File: config.mk
export PLATFORM = sky130hd
export DESIGN_NAME = seg7_card_decode
export DESIGN_NICKNAME = d
export VERILOG_FILES = /design/src/rtl/card_pkg.sv /design/src/rtl/card_evt_fifo.sv /design/src/rtl/seg7_card_decode.sv
export SDC_FILE = /design/constraint.sdc
export NUM_CORES = 1
export LEC_CHECK = 0
export BUFFER_PORTS_ARGS = -buffer_cell sky130_fd_sc_hd__buf_2
export CORE_MARGIN = 2
export CORE_UTILIZATION = 50
export DETAILED_ROUTE_END_ITERATION = 6
export GPL_TIMING_DRIVEN = 0
export PLACE_DENSITY = 0.67
export REMOVE_ABC_BUFFERS = 1
export SLEW_MARGIN = 20
export SYNTH_ARGS = -nofsm -noshare
export SYNTH_HDL_FRONTEND = slang
export SYNTH_SLANG_ARGS = --single-unit
File: constraint.sdc
create_clock -name slow_clock -period 2.9 [get_ports slow_clock]
set_input_delay 0 -clock slow_clock [delete_from_list [all_inputs] [get_ports slow_clock]]
set_output_delay 0 -clock slow_clock [all_outputs]
set_load 0.03 [all_outputs]
File: src/rtl/card_pkg.sv
// Shared types and glyph constants for the 7-segment card read-back path.
// Patterns are active-low, bit0 = segment a .. bit6 = segment g.
package card_pkg;

    typedef logic [3:0] card_t;

    localparam logic [6:0] SEG_BLANK = 7'b1111111;
    localparam logic [6:0] SEG_ACE   = 7'b0001000;
    localparam logic [6:0] SEG_2     = 7'b0100100;
    localparam logic [6:0] SEG_3     = 7'b0110000;
    localparam logic [6:0] SEG_4     = 7'b0011001;
    localparam logic [6:0] SEG_5     = 7'b0010010;
    localparam logic [6:0] SEG_6     = 7'b0000010;
    localparam logic [6:0] SEG_7     = 7'b1111000;
    localparam logic [6:0] SEG_8     = 7'b0000000;
    localparam logic [6:0] SEG_9     = 7'b0010000;
    localparam logic [6:0] SEG_10    = 7'b1000000;
    localparam logic [6:0] SEG_JACK  = 7'b1100001;
    localparam logic [6:0] SEG_QUEEN = 7'b0011000;
    localparam logic [6:0] SEG_KING  = 7'b0001001;

    typedef struct packed {
        logic  err;
        card_t card;
    } evt_t;

    // Unknown glyphs report card 0 with err set so they are distinguishable from blank.
    function automatic evt_t seg2card(input logic [6:0] seg);
        evt_t e;
        e.err  = 1'b0;
        e.card = 4'd0;
        case (seg)
            SEG_BLANK: e.card = 4'd0;
            SEG_ACE:   e.card = 4'd1;
            SEG_2:     e.card = 4'd2;
            SEG_3:     e.card = 4'd3;
            SEG_4:     e.card = 4'd4;
            SEG_5:     e.card = 4'd5;
            SEG_6:     e.card = 4'd6;
            SEG_7:     e.card = 4'd7;
            SEG_8:     e.card = 4'd8;
            SEG_9:     e.card = 4'd9;
            SEG_10:    e.card = 4'd10;
            SEG_JACK:  e.card = 4'd11;
            SEG_QUEEN: e.card = 4'd12;
            SEG_KING:  e.card = 4'd13;
            default:   e.err  = 1'b1;
        endcase
        return e;
    endfunction

endpackage

File: src/rtl/card_evt_fifo.sv
// First-word-fall-through event FIFO; head data reads as zero while empty.
// Handshake: a pop happens on a cycle where i_pop is high and the FIFO is not empty.
module card_evt_fifo #(
    parameter int DEPTH = 4,
    parameter int WIDTH = 5
) (
    input  logic             i_clk,
    input  logic             i_rst_n,
    input  logic             i_push,
    input  logic [WIDTH-1:0] i_din,
    input  logic             i_pop,
    output logic [WIDTH-1:0] o_dout,
    output logic             o_full,
    output logic             o_empty
);

    localparam int AW = $clog2(DEPTH);
    localparam int CW = AW + 1;

    logic [WIDTH-1:0] r_mem [DEPTH];
    logic [CW-1:0]    r_wr_ptr;
    logic [CW-1:0]    r_rd_ptr;
    logic [CW-1:0]    r_count;
    logic             w_push;
    logic             w_pop;

    assign o_empty = (r_count == '0);
    assign o_full  = (r_count == CW'(DEPTH));
    assign w_pop   = i_pop && !o_empty;
    // A push into a full FIFO is still taken when the same edge frees a slot.
    assign w_push  = i_push && (!o_full || w_pop);
    assign o_dout  = o_empty ? '0 : r_mem[r_rd_ptr[AW-1:0]];

    always_ff @(posedge i_clk) begin
        if (!i_rst_n) begin
            r_wr_ptr <= '0;
            r_rd_ptr <= '0;
            r_count  <= '0;
        end else begin
            if (w_push) r_wr_ptr <= r_wr_ptr + 1'b1;
            if (w_pop)  r_rd_ptr <= r_rd_ptr + 1'b1;
            r_count <= r_count + CW'(w_push) - CW'(w_pop);
        end
    end

    always_ff @(posedge i_clk) begin
        if (w_push) r_mem[r_wr_ptr[AW-1:0]] <= i_din;
    end

endmodule

File: src/rtl/seg7_card_decode.sv
// Samples a HEX display pattern, debounces it and queues one {err, card}
// event per change of accepted pattern for a valid/ready consumer.
module seg7_card_decode
    import card_pkg::*;
#(
    parameter int STABLE_CYCLES = 3,
    parameter int DEPTH         = 4
) (
    input  logic       slow_clock,
    input  logic       resetb,
    input  logic [6:0] seg_in,
    output logic       valid_o,
    input  logic       ready_i,
    output logic [3:0] card_o,
    output logic       err_o,
    output logic       overflow_o
);

    localparam int EW    = $bits(evt_t);
    localparam int CNT_W = $clog2(STABLE_CYCLES + 1);
    localparam logic [CNT_W-1:0] CNT_MAX = CNT_W'(STABLE_CYCLES);
    localparam logic [CNT_W-1:0] CNT_HIT = CNT_W'(STABLE_CYCLES - 1);

    logic [6:0]       r_seg_q;
    logic [6:0]       r_cand;
    logic [6:0]       r_last;
    logic [CNT_W-1:0] r_cnt;
    logic             r_overflow;

    logic             w_accept;
    logic             w_full;
    logic             w_empty;
    evt_t             w_evt;
    logic [EW-1:0]    w_head;

    // cnt hits STABLE_CYCLES-1 only once per run, so a held pattern is accepted once.
    assign w_accept = (r_seg_q == r_cand) && (r_cnt == CNT_HIT) && (r_cand != r_last);
    assign w_evt    = seg2card(r_cand);

    always_ff @(posedge slow_clock) begin
        if (!resetb) begin
            r_seg_q    <= SEG_BLANK;
            r_cand     <= SEG_BLANK;
            r_last     <= SEG_BLANK;
            r_cnt      <= CNT_MAX;
            r_overflow <= 1'b0;
        end else begin
            r_seg_q <= seg_in;
            if (r_seg_q != r_cand) begin
                r_cand <= r_seg_q;
                r_cnt  <= CNT_W'(1);
            end else if (r_cnt < CNT_MAX) begin
                r_cnt <= r_cnt + 1'b1;
            end
            if (w_accept) r_last <= r_cand;
            if (w_accept && w_full && !ready_i) r_overflow <= 1'b1;
        end
    end

    card_evt_fifo #(
        .DEPTH (DEPTH),
        .WIDTH (EW)
    ) u_fifo (
        .i_clk   (slow_clock),
        .i_rst_n (resetb),
        .i_push  (w_accept),
        .i_din   (w_evt),
        .i_pop   (ready_i),
        .o_dout  (w_head),
        .o_full  (w_full),
        .o_empty (w_empty)
    );

    assign valid_o         = !w_empty;
    assign {err_o, card_o} = w_head;
    assign overflow_o      = r_overflow;

endmodule

==> results of run 1 <==
==> power groups by stage <==
stage | registers [mW] | clock network [mW] | logic [mW]
6_report | 0.880 | 0.399 | 0.429
4_1_cts | 0.882 | 0.413 | 0.437
2_1_floorplan | 0.883 | 0 | 0.344
3_3_place_gp | 0.897 | 0 | 0.420
5_1_grt | 0.893 | 0.439 | 0.490
3_5_place_dp | 0.899 | 0 | 0.428
==> placed cells by master, fill, tap and decap left out, types with 2 or more instances in the layout <==
cell	n
a211oi_1	3
a21oi_1	2
a311oi_1	2
a31oi_1	2
and2_1	11
and4_1	2
buf_2	16
clkbuf_8	5
dfxtp_1	32
dlygate4sd3_1	7
edfxtp_1	20
ha_1	8
inv_1	10
mux2i_1	8
mux4_2	5
nand2_1	18
nand2b_1	14
nand3_1	2
nand4_1	3
nor2_1	17
nor2b_1	2
nor3_1	2
o21ai_0	7
o22ai_1	2
or3_1	3
xnor2_1	7
xor2_1	12
==> routing by layer <==
| metal | wire length (um) | vias to the layer above | GRT usage, % |
|---|---|---|---|
| met5 | 0 | - | 0 |
| met4 | 75 | 0 | 8.48 |
| met3 | 119 | 8 | 3.25 |
| met2 | 1770 | 22 | 27.5 |
| met1 | 1690 | 693 | 17.9 |
| li1 | - | 794 | - |
==> worst reg2reg max path, stage by stage, from the launching register on <==
cell     delay [ns]
dfxtp_1        0.60
xor2_1         0.17
nor4_4         0.40
nand4_4        0.19
nor3_4         0.33
ha_1           0.21
inv_1          0.05
fa_1           0.37
xnor2_1        0.17
nor2_1         0.05
==> timing repair <==
item	in CTS	in global routing
endpoints found under the setup margin	0	1
resized for setup	0	1
endpoints found under the hold margin	7	0
hold buffers	7	0
==> worst min-delay path by stage <==
stage	endpoint	slack [ns]	cells past startpoint
6_report	overflow_o	0.07	4
5_1_grt	r_last[4]	0.11	2
4_1_cts	overflow_o	0.07	4
3_5_place_dp	r_seg_q[6]	0.18	2
3_3_place_gp	r_seg_q[5]	0.18	2
2_1_floorplan	r_last[0]	0.06	1
==> registers in the layout (all words and copies together), names as in the netlist, named ones only <==
register and cells:
u_fifo.r_rd_ptr 2, u_fifo.r_count 3, overflow_o 1, r_cand 7, r_last 7, u_fifo.r_wr_ptr 2, r_seg_q 7, u_fifo.r_mem 20
r_cnt 2
==> cells in the mapped netlist (3+ instances only) <==
cell,n
nand2_1,18
o21ai_0,7
ha_1,8
xnor2_1,7
a211oi_1,3
inv_1,10
edfxtp_1,20
nand2b_1,14
mux2i_1,8
nand4_1,3
clkbuf_1,11
dfxtp_1,33
xor2_1,12
nor2_1,17
or3_1,3
and2_1,11
mux4_2,5
==> logic make-up (layout without fill, tap and decap cells) <==
logic type,after synthesis,after routing
buffers and inverters,24,41
adder cells (fa/ha/maj),9,9
AO/OA/AOI/OAI,22,22
AND/OR/NAND/NOR,81,81
flip-flops,53,53
XOR/XNOR,19,19
multiplexers,13,13
==> layout make-up <==
class                           count  area share [%]
Inverter                           10            1.39
Clock buffer                        5            2.54
Sequential cell                    53            46.6
Multi-Input combinational cell    144            40.2
Clock inverter                      3           0.647
Tap cell                           67            3.09
Timing Repair Buffer               23            5.54
==> metrics by stage <==
stage / std cells / instance area [um^2] / worst slack, ns / power [mW] / util (%)
floorplan: 207 / 2390 / 0.481 / 1.23 / -
global placement: 290 / 2550 / 0.135 / 1.32 / 54.0
detailed placement: 290 / 2550 / 0.125 / 1.33 / 54.0
CTS: 305 / 2710 / 0.103 / 1.73 / 57.3
global route: 305 / 2710 / 0.0450 / 1.82 / 57.4
finish: 305 / 2710 / 0.259 / 1.71 / 57.4
==> metrics.yaml, run 1 <==
die_w_um: 74.0
seq_area_um2: 1260
crit_chain: "xor2_1 -> nor4_4 -> nand4_4 -> nor3_4 -> ha_1 -> inv_1 -> fa_1 -> xnor2_1 -> nor2_1"
power.density_nw_per_um2: 630
grt_overflow_total: 0
antenna_cells: 0
ys_types: 39
die_h_um: 74.0
dp_hpwl_um: 2610
crit_start: "r_cand[1]"
drv_slew: 0
timing_hold_violations_final: 0
cp-endpoint: "u_fifo.r_count[2]"
nFillCells: 399
clk_pin_slew_ns: 0.10
multi_input_area_um2: 1090
finalSetupTns_ns: 0
grt_pass1_wl_um: 6420
p_switching_mw: 0.523
rrSetupSlack_ns: 0.26
dieArea_um2: 5480
end_kind: "flip-flop"
seq_area_frac_synth_pct: 51.5
p_int_mw: 1.18
grt_pass1_vias: 1479
yosys.area_share.simple_pct: 19.0
drtPass1Iterations: 4
clk_latency_ns: 0.31
fmax_ghz: 0.379
cts_made_buffers: 5
synth_top_family_by_area: "simple AND/OR/NAND/NOR gates"
layout-drive-gt1-share_pct: 13.4
syn_avg_cell_area_um2: 11.1
max_slew_margin_pct: 54.0
ant_nets: 0
synth_edf_count: 20
grt_setup_unrepaired: "no"
start_util_pct: 51.9
cts_max_path_buffers: 2
yosys.area.top_type: "dfxtp_1"
cts_setup_buffers: 0
slowest_delay_ns: 0.60
core_um2: 4720
crit_buf_inv: 1
hold_path.class: "in2reg"
drtIter0Drc: 96
portBuffers: 16
cp_max_fo: 12
num_vias: 1517
outcome: "finished, final reports clean"
rows: 25
min_period_over_period_pct: 91.1
syn_to_final_growth_pct: 10.6
required_ns: 3.11
wl_um: 3660
startpoint_type: "flip-flop"
synth.area.top_cells: "dfxtp_1, edfxtp_1, mux4_2"
ys_ff_latch: 53
skew_ns: 0.0115
rr_worst_depth: 9
clockRootBuffer: "clkbuf_8"
synth.top_cell.area_share_pct: 27.0
cp.depth: 9
cts.htree.levels: 2
tightestPinTransition_ns: 0.680
p_leak_nw: 1.01
crit_path_top_delay_cell: "dfxtp_1"
setup_viol: 0
drc: 0
path_class: "reg2reg"
sequentialPowerShare_pct: 51.5
gp_congestion: 0.753
grt_max_degree: 29
cp_top_family: "simple AND/OR/NAND/NOR gates"
synth_compound_area_share_pct: 5.87
pwr-share-comb_pct: 25.1
synth-async-reset-ratio_pct: 0
yosysWarnings: 0
cts_num_sinks: 53
syn-cell-area_um2: 2450
wl_per_cell_um: 12.0
ioPinCount: 17
cap_violations: 0
hold_ws_ns: 0.0713
synthMuxAreaShare_pct: 7.87
swShare_pct: 30.6
nets: 256
period_minus_slack_ns: 2.64
r2r-start: "r_cand[1]"
synth_ff_type: "dfxtp_1"
viasPerCell: 4.97
cts_tree: "yes"
synth-xor-area-share_pct: 6.79
r2r_end: "u_fifo.r_count[2]"
syn_inst: 221
grtUsageTotal_pct: 15.7
min-delay-start: "ready_i"
critPathArrivalTime_ns: 2.85
antenna_found_initial: 0
synthAdderAreaFrac_pct: 4.90
irDropWorstVdd_mv: 0.326
pwr-share-clk_pct: 23.4
No activity file was read; power rests on OpenSTA's default activity.
==> inputs of run 2 (changes only) <==
RECOVER_POWER = 25   (was unset)
==> metrics.yaml, run 2 (synthesis results as in run 1) <==
cp_top_family: "simple AND/OR/NAND/NOR gates"
cp_max_fo: 12
rows: 25
drc: 0
layout-drive-gt1-share_pct: 12.6
nets: 256
critPathArrivalTime_ns: 2.85
sequentialPowerShare_pct: 51.6
grtUsageTotal_pct: 15.7
wl_um: 3660
clockRootBuffer: "clkbuf_8"
p_switching_mw: 0.524
required_ns: 3.11
crit_path_top_delay_cell: "dfxtp_1"
grt_pass1_vias: 1479
hold_path.class: "in2reg"
pwr-share-comb_pct: 25.0
cts.htree.levels: 2
dieArea_um2: 5480
fmax_ghz: 0.379
startpoint_type: "flip-flop"
max_slew_margin_pct: 54.0
clk_pin_slew_ns: 0.10
grt_setup_unrepaired: "no"
period_minus_slack_ns: 2.64
drv_slew: 0
ioPinCount: 17
final_cell_mix: "dfxtp_1, edfxtp_1, nand2_1"
p_int_mw: 1.18
cts_tree: "yes"
core_um2: 4720
gp_congestion: 0.753
grt_pass1_wl_um: 6420
layout_commonest_cell: "dfxtp_1"
end_kind: "flip-flop"
grt_overflow_total: 0
setup_viol: 0
rrSetupSlack_ns: 0.26
path_class: "reg2reg"
portBuffers: 16
swShare_pct: 30.7
cts_max_path_buffers: 2
clk_latency_ns: 0.31
skew_ns: 0.0117
grt_max_degree: 29
cts_made_buffers: 5
crit_buf_inv: 1
start_util_pct: 51.9
outcome: "finished, final reports clean"
finalSetupTns_ns: 0
drtPass1Iterations: 4
largest_reg_flops: 20
die_h_um: 74.0
antenna_found_initial: 0
viasPerCell: 4.98
tightestPinTransition_ns: 0.680
antenna_cells: 0
hold_ws_ns: 0.0720
slowest_delay_ns: 0.60
timing_hold_violations_final: 0
ant_nets: 0
num_vias: 1519
min_period_over_period_pct: 91.1
cap_violations: 0
pwr-share-clk_pct: 23.4
crit_chain: "xor2_1 -> nor4_4 -> nand4_4 -> nor3_4 -> ha_1 -> inv_1 -> fa_1 -> xnor2_1 -> nor2_1"
syn_to_final_growth_pct: 10.5
drtIter0Drc: 97
cts_num_sinks: 53
power.density_nw_per_um2: 630
irDropWorstVdd_mv: 0.311
wl_per_cell_um: 12.0
dp_hpwl_um: 2610
p_leak_nw: 1.00
die_w_um: 74.0
[run 2: cell count changes in the layout (fill, tap and decap cells not counted)]
cell / change
and2_1: -1
buf_2: -2
clkbuf_1: +2
and2_0: +1
[run 2: stage by stage]
| step | power (mW) | worst slack [ns] | cell area (um^2) | utilization, % | instances |
|---|---|---|---|---|---|
| detailed placement | 1.33 | 0.125 | 2550 | 54.0 | 290 |
| global route | 1.82 | 0.0450 | 2710 | 57.3 | 305 |
| finish | 1.70 | 0.258 | 2710 | 57.3 | 305 |
| global placement | 1.32 | 0.135 | 2550 | 54.0 | 290 |
| CTS | 1.73 | 0.103 | 2710 | 57.3 | 305 |
| floorplan | 1.23 | 0.481 | 2390 | - | 207 |
[run 2: final timing paths]
path / from / end / cells after the start
worst max register to register: r_cand[1] / u_fifo.r_count[2] / 9
worst min-delay path: ready_i / overflow_o / 4
worst max-delay path: r_cand[1] / u_fifo.r_count[2] / 9
worst min register to register: r_seg_q[3] / r_cand[3] / 1
[run 2: cell type report]
cell class              instances  area (um^2)
clock buffers                   5         68.8
clock inverters                 3         17.5
fillers                       401         2020
inverters                      10         37.5
multi-input cells             144         1090
flip-flops and latches         53         1260
well taps                      67         83.8
repair buffers                 23          148
[run 2: metal layers]
metal	up-vias	GRT usage, %	share of wire [%]
met2	22	27.5	48
met5	-	0	0
met3	8	3.25	3.3
met4	0	8.48	2.1
met1	695	17.9	46
li1	794	-	-
[run 2: tightest hold or removal path: cells and delay by family]
family	cells	cell delay (ns)
AOI/OAI and AO/OA	1	0.13
buffers and inverters	1	0.09
and+or+nand+nor	2	0.12
[run 2: timing repair]
item	4_1_cts	5_1_grt
resized for setup	0	1
setup buffers	0	0
setup endpoints to repair	0	1
endpoints found under the hold margin	7	0
hold buffers	7	0
[run 2: power groups by stage]
stage                     sequential [mW]  clock (mW)  combinational [mW]
after CTS                           0.882       0.413               0.437
after global routing                0.893       0.439               0.486
after global placement              0.897           0               0.420
final                               0.879       0.399               0.426
after floorplan                     0.883           0               0.344
after detailed placement            0.899           0               0.428
